`config.mk`:
```
export PLATFORM = sky130hd
export DESIGN_NAME = serializer_ctrl
export DESIGN_NICKNAME = d
export VERILOG_FILES = /design/src/rtl/serializer_ctrl.sv
export SDC_FILE = /design/constraint.sdc
export NUM_CORES = 1
export LEC_CHECK = 0
export ABC_AREA = 1
export BUFFER_PORTS_ARGS = -buffer_cell sky130_fd_sc_hd__buf_2
export CAP_MARGIN = 0
export CORE_UTILIZATION = 50
export CTS_BUF_LIST = sky130_fd_sc_hd__clkbuf_8 sky130_fd_sc_hd__clkbuf_16
export DETAILED_ROUTE_END_ITERATION = 12
export HOLD_SLACK_MARGIN = 0.1
export PLACE_DENSITY_LB_ADDON = 0.05
export SYNTH_ARGS = -nofsm -noshare
export SYNTH_HDL_FRONTEND = slang
export SYNTH_SLANG_ARGS = --single-unit
```
`constraint.sdc`:
```
create_clock -name clk -period 2.66 [get_ports clk]
set_input_delay 0.532 -clock clk [delete_from_list [all_inputs] [get_ports clk]]
set_output_delay 0.532 -clock clk [all_outputs]
set_load 0.01 [all_outputs]
```
`src/rtl/serializer_ctrl.sv`:
```
// Serial-clock sequencer feeding a WIDTH-bit PISO serializer.
// Buffers upstream words in a small FIFO and issues a one-cycle load strobe
// every WIDTH clocks. When the FIFO is empty at a load, IDLE_WORD is loaded
// instead, so the serial stream never stalls.
// Ports:
//   clk, rst            serial clock; synchronous active-low reset
//   enable              1 = stream, 0 = stop after the current word
//   in_valid/in_ready   upstream handshake; in_data is the upstream word
//   ser_we, ser_data    load strobe and word to the serializer
//   bit_idx             bit position in the current word (0 = load cycle)
//   running             high in RUN and STOP
//   underflow           pulse when IDLE_WORD was loaded
//   underflow_count     saturating underflow counter
module serializer_ctrl #(
    parameter int unsigned      WIDTH     = 10,
    parameter int unsigned      DEPTH     = 4,
    parameter int unsigned      PREFILL   = 2,
    parameter logic [WIDTH-1:0] IDLE_WORD = WIDTH'(10'b1101010100)
) (
    input  logic                     clk,
    input  logic                     rst,
    input  logic                     enable,
    input  logic                     in_valid,
    output logic                     in_ready,
    input  logic [WIDTH-1:0]         in_data,
    output logic                     ser_we,
    output logic [WIDTH-1:0]         ser_data,
    output logic [$clog2(WIDTH)-1:0] bit_idx,
    output logic                     running,
    output logic                     underflow,
    output logic [15:0]              underflow_count
);

    localparam int unsigned IDX_W = $clog2(WIDTH);
    localparam int unsigned PTR_W = $clog2(DEPTH);
    localparam int unsigned CNT_W = PTR_W + 1;

    typedef enum logic [1:0] {
        S_IDLE,
        S_FILL,
        S_RUN,
        S_STOP
    } state_t;

    state_t             state_q, state_d;
    logic [IDX_W-1:0]   bit_idx_q, bit_idx_d;
    logic [PTR_W-1:0]   wr_ptr_q, wr_ptr_d;
    logic [PTR_W-1:0]   rd_ptr_q, rd_ptr_d;
    logic [CNT_W-1:0]   count_q, count_d;
    logic [WIDTH-1:0]   mem_q [DEPTH];
    logic [WIDTH-1:0]   mem_d [DEPTH];
    logic               in_ready_q, in_ready_d;
    logic               ser_we_q, ser_we_d;
    logic [WIDTH-1:0]   ser_data_q, ser_data_d;
    logic               running_q, running_d;
    logic               underflow_q, underflow_d;
    logic [15:0]        uf_cnt_q, uf_cnt_d;

    logic               last_bit;
    logic               load;
    logic               push;
    logic               pop;

    // Next-state, FIFO bookkeeping and registered-output computation.
    // Outputs are computed from the next state so they line up with the
    // state they describe (a strobe appears in the first RUN cycle).
    always_comb begin
        state_d     = state_q;
        bit_idx_d   = bit_idx_q;
        wr_ptr_d    = wr_ptr_q;
        rd_ptr_d    = rd_ptr_q;
        count_d     = count_q;
        mem_d       = mem_q;
        ser_data_d  = ser_data_q;
        underflow_d = 1'b0;
        uf_cnt_d    = uf_cnt_q;
        last_bit    = (bit_idx_q == IDX_W'(WIDTH - 1));
        push        = in_valid && in_ready_q;

        case (state_q)
            S_IDLE: begin
                bit_idx_d = '0;
                if (enable) state_d = S_FILL;
            end
            S_FILL: begin
                bit_idx_d = '0;
                if (!enable)                          state_d = S_IDLE;
                else if (count_q >= CNT_W'(PREFILL))  state_d = S_RUN;
            end
            S_RUN: begin
                bit_idx_d = last_bit ? '0 : bit_idx_q + IDX_W'(1);
                // A drop on the final bit needs no STOP phase: the word is done.
                if (!enable) state_d = last_bit ? S_IDLE : S_STOP;
            end
            default: begin // S_STOP
                bit_idx_d = last_bit ? '0 : bit_idx_q + IDX_W'(1);
                if (enable)        state_d = S_RUN;
                else if (last_bit) state_d = S_IDLE;
            end
        endcase

        load = (state_d == S_RUN) && (bit_idx_d == '0);
        pop  = load && (count_q != '0);

        // Load decision uses the pre-push count: no bypass at empty.
        if (load) begin
            if (count_q != '0) begin
                ser_data_d = mem_q[rd_ptr_q];
            end else begin
                ser_data_d  = IDLE_WORD;
                underflow_d = 1'b1;
                if (uf_cnt_q != 16'hFFFF) uf_cnt_d = uf_cnt_q + 16'd1;
            end
        end

        if (push) begin
            mem_d[wr_ptr_q] = in_data;
            wr_ptr_d        = wr_ptr_q + PTR_W'(1);
        end
        if (pop) rd_ptr_d = rd_ptr_q + PTR_W'(1);

        case ({push, pop})
            2'b10:   count_d = count_q + CNT_W'(1);
            2'b01:   count_d = count_q - CNT_W'(1);
            default: count_d = count_q;
        endcase

        ser_we_d   = load;
        in_ready_d = (count_d < CNT_W'(DEPTH));
        running_d  = (state_d == S_RUN) || (state_d == S_STOP);
    end

    // State and output registers with synchronous active-low reset.
    always_ff @(posedge clk) begin
        if (!rst) begin
            state_q     <= S_IDLE;
            bit_idx_q   <= '0;
            wr_ptr_q    <= '0;
            rd_ptr_q    <= '0;
            count_q     <= '0;
            for (int i = 0; i < int'(DEPTH); i++) mem_q[i] <= '0;
            in_ready_q  <= 1'b0;
            ser_we_q    <= 1'b0;
            ser_data_q  <= '0;
            running_q   <= 1'b0;
            underflow_q <= 1'b0;
            uf_cnt_q    <= '0;
        end else begin
            state_q     <= state_d;
            bit_idx_q   <= bit_idx_d;
            wr_ptr_q    <= wr_ptr_d;
            rd_ptr_q    <= rd_ptr_d;
            count_q     <= count_d;
            mem_q       <= mem_d;
            in_ready_q  <= in_ready_d;
            ser_we_q    <= ser_we_d;
            ser_data_q  <= ser_data_d;
            running_q   <= running_d;
            underflow_q <= underflow_d;
            uf_cnt_q    <= uf_cnt_d;
        end
    end

    assign in_ready        = in_ready_q;
    assign ser_we          = ser_we_q;
    assign ser_data        = ser_data_q;
    assign bit_idx         = bit_idx_q;
    assign running         = running_q;
    assign underflow       = underflow_q;
    assign underflow_count = uf_cnt_q;

endmodule
```
==> flow_summary.json <==
{
  "grt_max_degree": 35,
  "netlist.area_leader.share_pct": 42.5,
  "ir_worst_vdd_uv": 338,
  "hold_viol": 0,
  "p_per_area_nw_per_um2": 558,
  "antenna_found_initial": 0,
  "drv_slew": 0,
  "grt_pass1_vias": 3296,
  "crit_fanout": 6,
  "firstDrtPassIters": 5,
  "fill_cells": 725,
  "synth_seq_cells": 83,
  "finalCritPeriodShare_pct": 92.7,
  "antenna_left": 0,
  "synth_edf_count": 0,
  "antenna_cells": 0,
  "synth_top_cell_by_area": "dfxtp_1",
  "syn_inst": 531,
  "vias": 3604,
  "h-tree-depth": 3,
  "drt-vias-per-instance": 5.31,
  "clock-root-buffer": "clkbuf_8",
  "crit_type": "flip-flop to flip-flop",
  "setup_viol": 0,
  "syn_area_per_cell_um2": 7.36,
  "final_util_pct": 60.2,
  "fp.dieW_um": 90.4,
  "tightest_slew_ns": 0.668,
  "drc": 0,
  "required_ns": 2.96,
  "grt-ovfl-total": 0,
  "cp-end-kind": "flip-flop",
  "leakagePower_nw": 1.74,
  "yosys_warnings": 0,
  "arrival_ns": 2.76,
  "status": "finished clean",
  "slew_headroom_pct": 55.4,
  "fmax_mhz": 406,
  "io_pins": 48,
  "dieArea_um2": 8170,
  "synth.most_common_cell": "nand2_1",
  "path_clk_slew_ns": 0.09,
  "track_usage_pct": 22.8,
  "rr_startpoint": "bit_idx[1]$_SDFF_PN0_",
  "synthTopCellsByCount": "108 x nand2_1, 84 x a21oi_1, 83 x dfxtp_1, 51 x inv_1, 47 x o21ai_0",
  "rows": 31,
  "finClkSkew_ns": 0.00496,
  "cts_setup_buffers": 0,
  "cts_buffers": 9,
  "synth_flop_cell": "dfxtp_1",
  "crit_path_start": "bit_idx[1]$_SDFF_PN0_",
  "grt_first_pass_wirelength_mm": 15.3,
  "cts_tree": "done",
  "clk_path_buf_depth": 2,
  "initial_core_util_pct": 52.8,
  "timing.final.crit_period_ns": 2.47,
  "cts_sinks": 83,
  "cp-start-kind": "flip-flop",
  "syn2layout_area_growth_pct": 14.1,
  "ys_types": 27,
  "die_h_um": 90.4,
  "seq_area_um2": 1660,
  "synthTopCellsByArea": "dfxtp_1 43%, a21oi_1 11%, nand2_1 10%, o21ai_0 6.0%, inv_1 4.9%",
  "fin_nets": 598,
  "clk_latency_ns": 0.35,
  "core_um2": 7410,
  "synth_async_sr_flop_share_pct": 0,
  "synth_area_um2": 3910,
  "dr.first_iter.drc_count": 115,
  "setup-tns-final_ns": 0,
  "maxCapViolations": 0,
  "numPortBuffers": 47,
  "yosysSeqAreaShare_pct": 42.5,
  "totalWireLength_mm": 9.02,
  "hold_class": "input port to flip-flop",
  "place_congestion": 0.840,
  "dp_hpwl_mm": 6.07,
  "hp-start": "enable",
  "wl_per_cell_um": 13.3,
  "layout-drive-gt1-share_pct": 18.3,
  "syn_nets": 554,
  "multi_input_area_um2": 1950,
  "rsz0062_at_grt": "false"
}
area by class of cell:
class | instances | share of cell area, %
multi-input combinational | 373 | 43.7
clock buffer | 9 | 2.78
timing repair buffer | 56 | 6.79
inverter | 52 | 4.37
sequential | 83 | 37.3
clock inverter | 7 | 2.27
tap | 99 | 2.78
cell families (layout without fill, tap and decap cells):
logic type / after synthesis / after routing / share of synthesized area (%)
fa+ha+maj: 9 / 9 / 3.07
xor+xnor: 11 / 11 / 2.46
simple gates: 210 / 210 / 24.8
compound gates: 143 / 143 / 19.4
buf+inv: 75 / 124 / 7.75
flops: 83 / 83 / 42.5
timing repair:
item,4_1_cts,5_1_grt
hold buffers,0,0
endpoints found under the setup margin,0,2
resized for setup,0,5
cells in the final DEF (no fill, tap or decap), types with 2 or more instances in the layout:
cell type / instances
a21oi_2: 11
clkinv_4: 2
nor2_2: 5
bufinv_16: 2
a21oi_1: 83
dfxtp_1: 81
nand3_4: 2
buf_4: 9
nand2_2: 9
nand4_1: 19
inv_1: 51
nand2_1: 108
nand3_1: 35
ha_1: 8
nor2_4: 2
o21ai_0: 46
nand3_2: 2
clkbuf_8: 9
xor2_1: 8
xnor2_1: 3
dfxtp_2: 2
nor3_1: 2
clkinvlp_4: 2
nor2_1: 26
buf_2: 47
flip-flops by register name, indices dropped and copies added, names as in the netlist, named ones only:
signal           count
wr_ptr_q             2
underflow_count     16
ser_we               1
state_q              2
count_q              2
rd_ptr_q             2
ser_data            10
underflow            1
running              1
mem_q               40
bit_idx              4
in_ready             1
final timing paths:
check | endpoint | slack (ns) | cells after the start
hold reg to reg | mem_q[12]$_SDFFE_PN0P_ | 0.45 | 2
setup reg to reg | flip-flop | 0.19 | 15
setup / recovery | flip-flop | 0.19 | 15
hold / removal | state_q[0]$_SDFF_PN0_ | 0.38 | 2
metal layers:
layer | vias up | GRT usage [%] | share of wire (%) | wire length, µm
li1 | 1848 | - | - | -
met3 | 14 | 4.55 | 5.1 | 456
met1 | 1658 | 29.2 | 47 | 4220
met5 | - | 0 | 0 | 0
met2 | 84 | 38.2 | 47 | 4200
met4 | 0 | 7.80 | 1.5 | 136
through the flow:
| step | cell area [µm²] | setup slack [ns] | hold slack [ns] | power (mW) | instances |
|---|---|---|---|---|---|
| after floorplan | 3910 | 0.175 | 0.424 | 1.44 | 531 |
| after global placement | 4230 | 0.174 | 0.437 | 1.50 | 663 |
| after detailed placement | 4230 | 0.0997 | 0.443 | 1.50 | 663 |
| after CTS | 4450 | 0.0784 | 0.370 | 2.51 | 679 |
| after global routing | 4460 | 0.00168 | 0.389 | 2.59 | 679 |
| final | 4460 | 0.195 | 0.384 | 2.49 | 679 |
worst max-delay path, stage by stage (launching register included):
cell	delay [ns]
dfxtp_2	0.36
inv_1	0.05
ha_1	0.20
nand3_2	0.11
nand2_1	0.10
a21oi_2	0.16
nor2_4	0.06
nand3_1	0.14
inv_2	0.10
ha_1	0.23
fa_1	0.39
a21oi_1	0.13
o21ai_1	0.09
xor2_1	0.18
inv_1	0.06
nor2_1	0.07
report_power, final:
| part | internal [mW] | leakage (nW) | switching (mW) |
|---|---|---|---|
| Sequential | 1.27 | 0.673 | 0.0139 |
| Combinational | 0.0585 | 0.962 | 0.131 |
| Clock | 0.535 | 0.106 | 0.479 |
Note: power is estimated with default switching activity, not from simulation.
